### config.mk
export PLATFORM = sky130hd
export DESIGN_NAME = pe_sequencer
export DESIGN_NICKNAME = d
export VERILOG_FILES = /design/src/rtl/pe_sequencer.sv
export SDC_FILE = /design/constraint.sdc
export NUM_CORES = 1
export LEC_CHECK = 0
export CAP_MARGIN = 0
export CORE_ASPECT_RATIO = 1.25
export CORE_MARGIN = 2
export CORE_UTILIZATION = 47
export DETAILED_ROUTE_END_ITERATION = 7
export PLACE_DENSITY = 0.93
export SLEW_MARGIN = 20
export SYNTH_ARGS = -nofsm -noshare
export SYNTH_HDL_FRONTEND = slang
export SYNTH_SLANG_ARGS = --single-unit
### constraint.sdc
create_clock -name clk -period 5.94 [get_ports clk]
set_clock_uncertainty 0.05 [all_clocks]
set_input_delay 1.188 -clock clk [delete_from_list [all_inputs] [get_ports clk]]
set_output_delay 1.188 -clock clk [all_outputs]
set_load 0.02 [all_outputs]
### src/rtl/pe_sequencer.sv
// pe_sequencer: phase sequencer for a complex-data PE.
// Runs LOAD -> (COMPUTE -> TRANSMIT -> SHIFT)*N -> COMPUTE -> OUTPUT,
// driving phase valids, instruction-ROM addressing, the delayed DMEM
// shift-read valid, TX forwarding and the handshaked result output.
module pe_sequencer #(
  parameter int DATA_WIDTH = 16,
  parameter int IM_ADDR_W  = 8,
  parameter int LOAD_NUM   = 32,
  parameter int INST_NUM   = 64,
  parameter int TX_NUM     = 4,
  parameter int REG_NUM    = 16,
  parameter int OUT_NUM    = 4,
  parameter int ITER_W     = 7,
  parameter int DMEM_LAT   = 3
) (
  input  logic                    clk,
  input  logic                    rst,
  input  logic [ITER_W-1:0]       iter_num,
  input  logic                    din_pe_v,
  input  logic                    abort,
  input  logic [2*DATA_WIDTH-1:0] alu_d,
  input  logic                    dout_pe_rdy,
  output logic                    busy,
  output logic                    done,
  output logic [ITER_W-1:0]       iter_idx,
  output logic                    load_v,
  output logic                    cmpt_v,
  output logic                    tx_v,
  output logic                    shift_v,
  output logic [IM_ADDR_W-1:0]    inst_addr,
  output logic                    inst_v,
  output logic                    shift_rd_v,
  output logic                    dout_tx_v,
  output logic [2*DATA_WIDTH-1:0] dout_tx,
  output logic                    dout_pe_v,
  output logic [2*DATA_WIDTH-1:0] dout_pe
);

  // One phase counter serves every state; it is sized for the longest phase
  // and always returns to 0 on the terminal count of the current phase.
  localparam int MAX_A   = (LOAD_NUM > INST_NUM) ? LOAD_NUM : INST_NUM;
  localparam int MAX_B   = (TX_NUM > REG_NUM) ? TX_NUM : REG_NUM;
  localparam int MAX_C   = (MAX_A > MAX_B) ? MAX_A : MAX_B;
  localparam int CNT_MAX = (MAX_C > OUT_NUM) ? MAX_C : OUT_NUM;
  localparam int CNT_W   = (CNT_MAX > 1) ? $clog2(CNT_MAX) : 1;

  localparam logic [CNT_W-1:0] LOAD_LAST  = CNT_W'(LOAD_NUM - 1);
  localparam logic [CNT_W-1:0] INST_LAST  = CNT_W'(INST_NUM - 1);
  localparam logic [CNT_W-1:0] TX_LAST    = CNT_W'(TX_NUM - 1);
  localparam logic [CNT_W-1:0] SHIFT_LAST = CNT_W'(REG_NUM - 1);
  localparam logic [CNT_W-1:0] OUT_LAST   = CNT_W'(OUT_NUM - 1);

  typedef enum logic [2:0] {
    IDLE, LOAD, COMPUTE, TRANSMIT, SHIFT, OUTPUT
  } state_t;

  state_t                  state;
  logic [CNT_W-1:0]        cnt;
  logic [CNT_W-1:0]        cnt_term;
  logic                    cnt_last;
  logic [ITER_W-1:0]       iter_tgt;
  logic [DMEM_LAT-1:0]     shift_pipe;
  logic [2*DATA_WIDTH-1:0] alu_r;
  logic                    out_stall;

  // Terminal count of the phase currently running.
  // NOTE: every always_comb output gets a default first so no path leaves it unassigned (no latch).
  always_comb begin
    cnt_term = '0;
    case (state)
      LOAD:     cnt_term = LOAD_LAST;
      COMPUTE:  cnt_term = INST_LAST;
      TRANSMIT: cnt_term = TX_LAST;
      SHIFT:    cnt_term = SHIFT_LAST;
      OUTPUT:   cnt_term = OUT_LAST;
      default:  cnt_term = '0;
    endcase
  end

  assign cnt_last  = (cnt == cnt_term);
  assign out_stall = dout_pe_v && !dout_pe_rdy;

  // Phase sequencing, iteration tracking and the completion pulse.
  // NOTE: state registers use non-blocking (<=) so every flop samples pre-edge values.
  always_ff @(posedge clk) begin
    if (rst) begin
      state    <= IDLE;
      cnt      <= '0;
      iter_idx <= '0;
      iter_tgt <= '0;
      done     <= 1'b0;
    end else begin
      done <= 1'b0;
      if (state != IDLE && abort) begin
        state <= IDLE;
        cnt   <= '0;
      end else begin
        case (state)
          IDLE: begin
            if (din_pe_v && !abort) begin
              state    <= LOAD;
              cnt      <= '0;
              iter_idx <= '0;
              iter_tgt <= (iter_num == '0) ? ITER_W'(1) : iter_num;
            end
          end
          LOAD: begin
            if (cnt_last) begin
              cnt   <= '0;
              state <= COMPUTE;
            end else begin
              cnt <= cnt + CNT_W'(1);
            end
          end
          COMPUTE: begin
            if (cnt_last) begin
              cnt   <= '0;
              state <= (iter_idx == iter_tgt - ITER_W'(1)) ? OUTPUT : TRANSMIT;
            end else begin
              cnt <= cnt + CNT_W'(1);
            end
          end
          TRANSMIT: begin
            if (cnt_last) begin
              cnt   <= '0;
              state <= SHIFT;
            end else begin
              cnt <= cnt + CNT_W'(1);
            end
          end
          SHIFT: begin
            if (cnt_last) begin
              cnt      <= '0;
              state    <= COMPUTE;
              iter_idx <= iter_idx + ITER_W'(1);
            end else begin
              cnt <= cnt + CNT_W'(1);
            end
          end
          OUTPUT: begin
            // Beats only advance on a completed handshake.
            if (dout_pe_rdy) begin
              if (cnt_last) begin
                cnt   <= '0;
                state <= IDLE;
                done  <= 1'b1;
              end else begin
                cnt <= cnt + CNT_W'(1);
              end
            end
          end
          default: begin
            state <= IDLE;
            cnt   <= '0;
          end
        endcase
      end
    end
  end

  // ROM-data valid and DMEM read-valid delay lines; abort lets them drain.
  always_ff @(posedge clk) begin
    if (rst) begin
      inst_v     <= 1'b0;
      shift_pipe <= '0;
    end else begin
      inst_v     <= cmpt_v;
      shift_pipe <= (shift_pipe << 1) | DMEM_LAT'(shift_v);
    end
  end

  // ALU result capture; frozen while an output beat is stalled.
  always_ff @(posedge clk) begin
    if (rst) begin
      alu_r <= '0;
    end else if (!out_stall) begin
      alu_r <= alu_d;
    end
  end

  assign busy       = (state != IDLE);
  assign load_v     = (state == LOAD);
  assign cmpt_v     = (state == COMPUTE);
  assign tx_v       = (state == TRANSMIT);
  assign shift_v    = (state == SHIFT);
  assign dout_pe_v  = (state == OUTPUT);
  assign inst_addr  = cmpt_v ? IM_ADDR_W'(cnt) : '0;
  assign shift_rd_v = shift_pipe[DMEM_LAT-1];
  assign dout_tx_v  = tx_v;
  assign dout_tx    = tx_v ? alu_r : '0;
  assign dout_pe    = dout_pe_v ? alu_r : '0;

endmodule

==> summary.json, run 1 <==
{
  "run_status": "finished, final reports clean",
  "globalplace.congestion": 0.8344,
  "internal_power_uw": 723.3,
  "cts_hold_buffers": 0,
  "place_worst_setup_slack_ns": 1.669,
  "route.met2.wl_mm": 4.922,
  "initialDrtViolationCount": 180,
  "hpwl_mm": 6.911,
  "cts.path.max_buffers": 2,
  "synth_ff_type": "dfxtp_1",
  "drt-met1-wl_mm": 3.815,
  "worst_max_slew_pin_slew_ns": 1.072,
  "total_leakage_power_nw": 1.966,
  "period_needed_ns": 4.156,
  "number_of_slew_limit_violations_in_the_final_report": 0,
  "core_area_um2": 6934,
  "ys_top_cells_by_count": "nand2_1 (99), dfxtp_1 (60), a21oi_1 (53)",
  "vias_per_inst": 5.502,
  "port_buffers": 130,
  "cts_inserted_buffers": 9,
  "sw_share_pct": 29.04,
  "fmax_mhz": 240.6,
  "clk_transition_reported_paths_ns": 0.07,
  "worst-r2r-setup-slack_ns": 2.85,
  "postRouteWirelength_mm": 9.701,
  "clock-sinks": 60,
  "fp.dieArea_um2": 7822,
  "via_count": 3538,
  "number_of_flops_mapped_to_enable_cells_by_yosys": 0,
  "critical_path_class": "flop to output port",
  "synth.yosys.seq_area_share_pct": 35.86,
  "final_net_count": 596,
  "combinationalPowerShare_pct": 18.2,
  "worst_setup_path_start_kind": "flop",
  "die_height_um": 98.39,
  "seq_power_share_pct": 45.4,
  "timing_hold_violations_final": 0,
  "synthesis.yosys.warnings": 0,
  "layout-drive-gt1-share_pct": 4.702,
  "diode_count": 0,
  "h-tree-depth": 3,
  "rsz0062_at_grt": "false",
  "power.density_cell_area_nw_per_um2": 212.5,
  "postRouteAntennaNets": 0,
  "syn-cell-area_um2": 3349,
  "grt_pass1_wl_mm": 15.99,
  "clock-root-buffer": "clkbuf_8",
  "cpMaxStageDelayCell": "nor2b_2",
  "syn_avg_cell_area_um2": 7.510,
  "highest_layer": "met4",
  "yosysMostFrequentCell": "nand2_1",
  "grt_max_degree": 47,
  "layout_worst_path_cycle_share_pct": 69.96,
  "grtUsageTotal_pct": 25.16,
  "synth.top_cell.area_share_pct": 35.86,
  "holdCritPathClass": "flop to flop",
  "crit_path_end_kind": "output port",
  "boundaryPins": 133,
  "cp.arrival_ns": 2.92,
  "finalPower_mw": 1.019,
  "postLayoutSetupSlackWorst_ns": 1.784,
  "cts_tree": "done",
  "post_cts.repair.setup_buffers": 0,
  "synth_instances": 446,
  "synth_cell_types": 52,
  "start_util_pct": 48.30,
  "timing.critical_path.slowest_cell_delay_ns": 0.97,
  "yosys-top-cells-area": "dfxtp_1 (36%), nand2_1 (11%), a21oi_1 (7.9%)",
  "grt_antenna_before_repair": 0,
  "met3_wirelength_um": 777,
  "floorplan.die.width_um": 79.51,
  "std_cell_rows": 34,
  "cap_violations": 0,
  "fill_cells": 524,
  "cts_resized": 0,
  "grt_overflow": 0,
  "clkLatencyLatePin_ns": 0.32,
  "drtPass1Iterations": 5,
  "timing.critical_path.required_ns": 4.70,
  "routed_wire_length_per_instance_um": 15.09,
  "synthArstFlopShare_pct": 0,
  "net-switching-power_uw": 295.9,
  "final.setup.tns_ns": 0,
  "power.share.clock_pct": 36.5,
  "timing.max_slew.rel_slack_pct": 28.23,
  "synth_area_leader_cell": "dfxtp_1",
  "crit_chain": "nor2b_2, and3_1, clkdlybuf4s50_1",
  "synth-seq-cells": 60,
  "vdd_drop_max_mv": 0.2020,
  "setup-violations-final": 0,
  "area_growth_syn_to_layout_pct": 43.22,
  "drt_drc_violations_left": 0,
  "grt_pass1_vias": 3355,
  "cp_max_fo": 34
}
-- worst max-delay path: cells and delay by family, from the launching register on --
kind,cells,cell delay (ns)
simple gates,2,1.25
flops,1,0.69
buf+inv,1,0.63
-- sequential cells by signal (all words and copies together) (netlist names) --
signal,flops
shift_pipe,3
iter_tgt,7
inst_v,1
iter_idx,7
done,1
state,3
cnt,6
alu_r,32
-- power by group through the flow --
stage	sequential [mW]	clock (mW)	combinational (mW)
after global placement	0.467	0	0.176
after floorplan	0.441	0	0.152
final	0.462	0.372	0.185
after global routing	0.466	0.398	0.203
after CTS	0.460	0.378	0.184
after detailed placement	0.469	0	0.184
-- metrics by stage --
stage,area (um2),hold WS (ns),std cells,utilization (%)
floorplan,3353,0.3638,447,-
global placement,4583,0.3708,627,66.10
detailed placement,4591,0.3723,627,66.20
CTS,4795,0.3885,643,69.14
global route,4797,0.4168,643,69.18
finish,4797,0.3893,643,69.18
-- logic make-up (layout without fill, tap and decap cells) --
family | Yosys count | in the layout | share of synthesized area [%]
DFF | 60 | 60 | 35.86
and+or+nand+nor | 237 | 237 | 36.57
xor gates and xnor gates | 9 | 9 | 2.801
adders and majority gates | 4 | 4 | 1.494
other | 1 | 2 | 0.1120
AOI/OAI and AO/OA | 86 | 86 | 16.03
buffers and inverters | 47 | 153 | 6.537
muxes | 2 | 2 | 0.5977
-- final cells by class --
| class | count | area, um2 | share of cell area [%] |
|---|---|---|---|
| inverter | 6 | 22.52 | 0.4695 |
| multi-input combinational | 340 | 1947 | 40.58 |
| clock buffer | 13 | 158.9 | 3.312 |
| timing repair buffer | 131 | 1309 | 27.28 |
| tap | 90 | 112.6 | 2.347 |
| sequential | 60 | 1202 | 25.07 |
| clock inverter | 3 | 45.04 | 0.9390 |
-- routing by layer --
| metal | vias to the layer above | track usage, % |
|---|---|---|
| met5 | - | 0 |
| met4 | 0 | 10.34 |
| met3 | 12 | 7.486 |
| met2 | 148 | 41.69 |
| met1 | 1659 | 30.10 |
| li1 | 1719 | - |
-- cell usage in the layout (no fill, tap or decap), types with 5 or more instances in the layout --
cell type	n
nand2_1	99
and3_1	40
clkbuf_8	11
nand2b_1	5
dfxtp_1	59
nor3_1	6
a21oi_1	53
o21ai_0	8
a2111o_1	5
inv_1	5
and2_1	35
nor2b_1	5
clkdlybuf4s50_1	130
nor2_1	14
nand3_1	11
-- worst paths after layout --
path,start,to,depth (start not counted)
worst min-delay path,shift_pipe[0]$_SDFF_PP0_,shift_pipe[1]$_SDFF_PP0_,1
worst max register to register,state[0]$_SDFFE_PP0P_,state[0]$_SDFFE_PP0P_,7
worst max-delay path,state[1]$_SDFFE_PP0P_,dout_tx[5],3
worst min register to register,shift_pipe[0]$_SDFF_PP0_,shift_pipe[1]$_SDFF_PP0_,1
Note: power is estimated with default switching activity, not from simulation.
==> inputs of run 2 (changes only) <==
--- a/config.mk
+++ b/config.mk
@@ -8,9 +8,9 @@
 export CAP_MARGIN = 0
 export CORE_ASPECT_RATIO = 1.25
 export CORE_MARGIN = 2
-export CORE_UTILIZATION = 47
+export CORE_UTILIZATION = 40
 export DETAILED_ROUTE_END_ITERATION = 7
-export PLACE_DENSITY = 0.93
+export PLACE_DENSITY = 0.85
 export SLEW_MARGIN = 20
 export SYNTH_ARGS = -nofsm -noshare
 export SYNTH_HDL_FRONTEND = slang
==> constraint.sdc (replaced) <==
create_clock -name clk -period 3.8 [get_ports clk]
set_clock_uncertainty 0.05 [all_clocks]
set_input_delay 0.76 -clock clk [delete_from_list [all_inputs] [get_ports clk]]
set_output_delay 0.76 -clock clk [all_outputs]
set_load 0.02 [all_outputs]
==> summary.json, run 2 (synthesis results as in run 1) <==
{
  "net-switching-power": {"value": 479.2, "unit": "uW", "change": "was 295.9 uW"},
  "use_met2": {"value": 37.33, "unit": "%", "change": "was 41.69%"},
  "postRouteAntennaNets": {"value": 0, "change": "unchanged"},
  "die_height": {"value": 106.3, "unit": "um", "change": "was 98.39 um"},
  "cpMaxStageDelayCell": {"value": "dfxtp_1", "change": "was nor2b_2"},
  "h-tree-depth": {"value": 3, "change": "unchanged"},
  "core_area": {"value": 8194, "unit": "um2", "change": "was 6934 um2"},
  "seq_power_share": {"value": 42.1, "unit": "%", "change": "was 45.4%"},
  "routed_wire_length_per_instance": {"value": 14.82, "unit": "um", "change": "was 15.09 um"},
  "met1_usage": {"value": 24.57, "unit": "%", "change": "was 30.10%"},
  "drtPass1Iterations": {"value": 8, "change": "was 5"},
  "power.density_cell_area": {"value": 339.1, "unit": "nW/um2", "change": "was 212.5 nW/um2"},
  "internal_power": {"value": 1.169, "unit": "mW", "change": "was 723.3 uW"},
  "layout-drive-gt1-share": {"value": 5.714, "unit": "%", "change": "was 4.702%"},
  "boundaryPins": {"value": 133, "change": "unchanged"},
  "drt_drc_violations_left": {"value": 4, "change": "was 0"},
  "fp.dieArea": {"value": 9126, "unit": "um2", "change": "was 7822 um2"},
  "combinationalPowerShare": {"value": 20.2, "unit": "%", "change": "was 18.2%"},
  "clkLatencyLatePin": {"value": 0.34, "unit": "ns", "change": "was 0.32 ns"},
  "cp.arrival": {"value": 2.67, "unit": "ns", "change": "was 2.92 ns"},
  "final.setup.tns": {"value": 0, "unit": "ns", "change": "unchanged"},
  "fill_cells": {"value": 692, "change": "was 524"},
  "timing.critical_path.required": {"value": 2.99, "unit": "ns", "change": "was 4.70 ns"},
  "grt_use_met3": {"value": 6.056, "unit": "%", "change": "was 7.486%"},
  "clk_transition_reported_paths": {"value": 0.07, "unit": "ns", "change": "about the same"},
  "cts.path.max_buffers": {"value": 2, "change": "unchanged"},
  "grt_antenna_before_repair": {"value": 0, "change": "unchanged"},
  "setup-violations-final": {"value": 0, "change": "unchanged"},
  "grt_overflow": {"value": 0, "change": "unchanged"},
  "critical_path_class": {"value": "flop to output port", "change": "unchanged"},
  "total_leakage_power": {"value": 2.014, "unit": "nW", "change": "was 1.966 nW"},
  "layout_worst_path_cycle_share_pct": 91.56,
  "grt.busiest_layer": {"value": "met2", "change": "unchanged"},
  "worstRegToRegCells": {"value": 7, "change": "unchanged"},
  "std_cell_rows": {"value": 37, "change": "was 34"},
  "floorplan.die.width": {"value": 85.85, "unit": "um", "change": "was 79.51 um"},
  "clock-root-buffer": {"value": "clkbuf_8", "change": "unchanged"},
  "worst-r2r-setup-slack": {"value": 0.96, "unit": "ns", "change": "was 2.85 ns"},
  "final_net_count": {"value": 603, "change": "was 596"},
  "largest_register_ff_count": {"value": 32, "change": "unchanged"},
  "timing_hold_violations_final": {"value": 0, "change": "unchanged"},
  "grt_pass1_vias": {"value": 3443, "change": "was 3,355"},
  "postRouteWirelength": {"value": 9.737, "unit": "mm", "change": "was 9.701 mm"},
  "largest_register": {"value": "alu_r", "change": "unchanged"},
  "timing.critical_path.slowest_cell_delay": {"value": 0.66, "unit": "ns", "change": "was 0.97 ns"},
  "run_status": {"value": "complete, but fails checks", "change": "was finished, final reports clean"},
  "worst_reg2reg_endpoint": {"value": "state[0]$_SDFFE_PP0P_", "change": "unchanged"},
  "cts_inserted_buffers": {"value": 9, "change": "unchanged"},
  "grt_max_degree": {"value": 39, "change": "was 47"},
  "start_util": {"value": 40.88, "unit": "%", "change": "was 48.30%"},
  "crit_chain": {"value": "nor2b_2, buf_4, and3_1, clkdlybuf4s50_1", "change": "was nor2b_2, and3_1, clkdlybuf4s50_1"},
  "vdd_drop_max": {"value": 0.1686, "unit": "mV", "change": "was 0.2020 mV"},
  "worstSetupStartpoint": {"value": "state[1]$_SDFFE_PP0P_", "change": "unchanged"},
  "most_common_library_cell_in_the_layout_ignoring_fill_and_taps": {"value": "clkdlybuf4s50_1", "change": "unchanged"},
  "via_count": {"value": 3542, "change": "was 3,538"},
  "grt_pass1_wl": {"value": 15.81, "unit": "mm", "change": "was 15.99 mm"},
  "cp_max_fo": {"value": 20, "change": "was 34"},
  "fmax_mhz": 287.4,
  "postLayoutSetupSlackWorst": {"value": 0.3208, "unit": "ns", "change": "was 1.784 ns"},
  "worst_setup_path_start_kind": {"value": "flop", "change": "unchanged"},
  "sw_share": {"value": 29.08, "unit": "%", "change": "was 29.04%"},
  "cts_hold_buffers": {"value": 0, "change": "unchanged"},
  "initialDrtViolationCount": {"value": 201, "change": "was 180"},
  "place.detailed.instances": {"value": 641, "change": "was 627"},
  "fin_util": {"value": 59.31, "unit": "%", "change": "was 69.18%"},
  "clock-sinks": {"value": 60, "change": "unchanged"},
  "power.share.clock": {"value": 37.7, "unit": "%", "change": "was 36.5%"},
  "globalplace.congestion": {"value": 0.9346, "change": "was 0.8344"},
  "vias_per_inst": {"value": 5.391, "change": "was 5.502"},
  "violations": "design-rule violations",
  "place_worst_setup_slack": {"value": 0.7144, "unit": "ns", "change": "was 1.669 ns"},
  "cts_resized": {"value": 0, "change": "unchanged"},
  "top_library_cells_by_usage_in_the_layout_fill_and_taps_aside": {"value": "clkdlybuf4s50_1 (130), nand2_1 (99), dfxtp_1 (60), a21oi_1 (53), and3_1 (40)", "change": "was clkdlybuf4s50_1 (130), nand2_1 (99), dfxtp_1 (59), a21oi_1 (53), and3_1 (40)"},
  "cts_tree": {"value": "done", "change": "unchanged"},
  "number_of_slew_limit_violations_in_the_final_report": {"value": 0, "change": "unchanged"},
  "finish.cell_count_without_fillers": {"value": 657, "change": "was 643"},
  "crit_path_end_kind": {"value": "output port", "change": "unchanged"},
  "diode_count": {"value": 0, "change": "unchanged"},
  "rsz0062_at_grt": {"value": "false", "change": "unchanged"},
  "period_needed_ns": 3.479,
  "grtUsageTotal": {"value": 21.58, "unit": "%", "change": "was 25.16%"},
  "hpwl": {"value": 7.131, "unit": "mm", "change": "was 6.911 mm"},
  "biggest_registers_after_layout": {"value": "alu_r x32, iter_idx x7, iter_tgt x7", "change": "unchanged"},
  "timing.max_slew.rel_slack": {"value": 48.89, "unit": "%", "change": "was 28.23%"},
  "holdCritPathClass": {"value": "flop to flop", "change": "unchanged"},
  "port_buffers": {"value": 130, "change": "unchanged"},
  "timing.rr.start": {"value": "state[2]$_SDFFE_PP0P_", "change": "was state[0]$_SDFFE_PP0P_"},
  "endpoint": {"value": "dout_tx[0]", "change": "was dout_tx[5]"},
  "post_cts.repair.setup_buffers": {"value": 0, "change": "unchanged"},
  "area_growth_syn_to_layout": {"value": 45.09, "unit": "%", "change": "was 43.22%"},
  "worst_max_slew_pin_slew": {"value": 0.7667, "unit": "ns", "change": "was 1.072 ns"},
  "cap_violations": {"value": 0, "change": "unchanged"}
}
[run 2: layer usage]
metal	routed length (um)	up-vias
met5	0	-
met4	280	0
met3	665	22
met2	4966	148
met1	3824	1634
li1	-	1738
[run 2: area by class of cell]
class | count | area, um2 | area share, %
clock buffers | 9 | 123.9 | 2.549
clock inverters | 7 | 91.34 | 1.880
inverters | 6 | 22.52 | 0.4634
multi-input cells | 340 | 1938 | 39.88
flip-flops and latches | 60 | 1201 | 24.72
well taps | 97 | 121.4 | 2.497
repair buffers | 138 | 1361 | 28.01
[run 2: worst min path at each step]
stage	startpoint	end	slack (ns)	depth (start not counted)
after floorplan	shift_pipe[0]$_SDFF_PP0_	shift_pipe[1]$_SDFF_PP0_	0.36	1
after global placement	shift_pipe[0]$_SDFF_PP0_	shift_pipe[1]$_SDFF_PP0_	0.37	1
after detailed placement	shift_pipe[0]$_SDFF_PP0_	shift_pipe[1]$_SDFF_PP0_	0.38	1
after CTS	shift_pipe[0]$_SDFF_PP0_	shift_pipe[1]$_SDFF_PP0_	0.40	1
after global routing	shift_pipe[0]$_SDFF_PP0_	shift_pipe[1]$_SDFF_PP0_	0.42	1
final	shift_pipe[0]$_SDFF_PP0_	shift_pipe[1]$_SDFF_PP0_	0.39	1
[run 2: power by group through the flow]
stage | Clock [mW] | Sequential (mW) | Combinational, mW
floorplan | 0 | 0.690 | 0.238
global placement | 0 | 0.705 | 0.316
detailed placement | 0 | 0.707 | 0.330
CTS | 0.637 | 0.693 | 0.331
global route | 0.669 | 0.699 | 0.366
finish | 0.622 | 0.693 | 0.333
[run 2: through the flow]
stage	instance area, um2	hold WS (ns)	total power [mW]
floorplan	3353	0.3638	0.9281
global placement	4644	0.3683	1.021
detailed placement	4644	0.3799	1.037
CTS	4860	0.3965	1.661
global route	4860	0.4151	1.734
finish	4860	0.3864	1.648
[run 2: critical path, delay by kind of cell (launching register included)]
| kind | cells | cell delay [ns] |
|---|---|---|
| buffers and inverters | 2 | 0.92 |
| DFF | 1 | 0.66 |
| and+or+nand+nor | 2 | 0.74 |
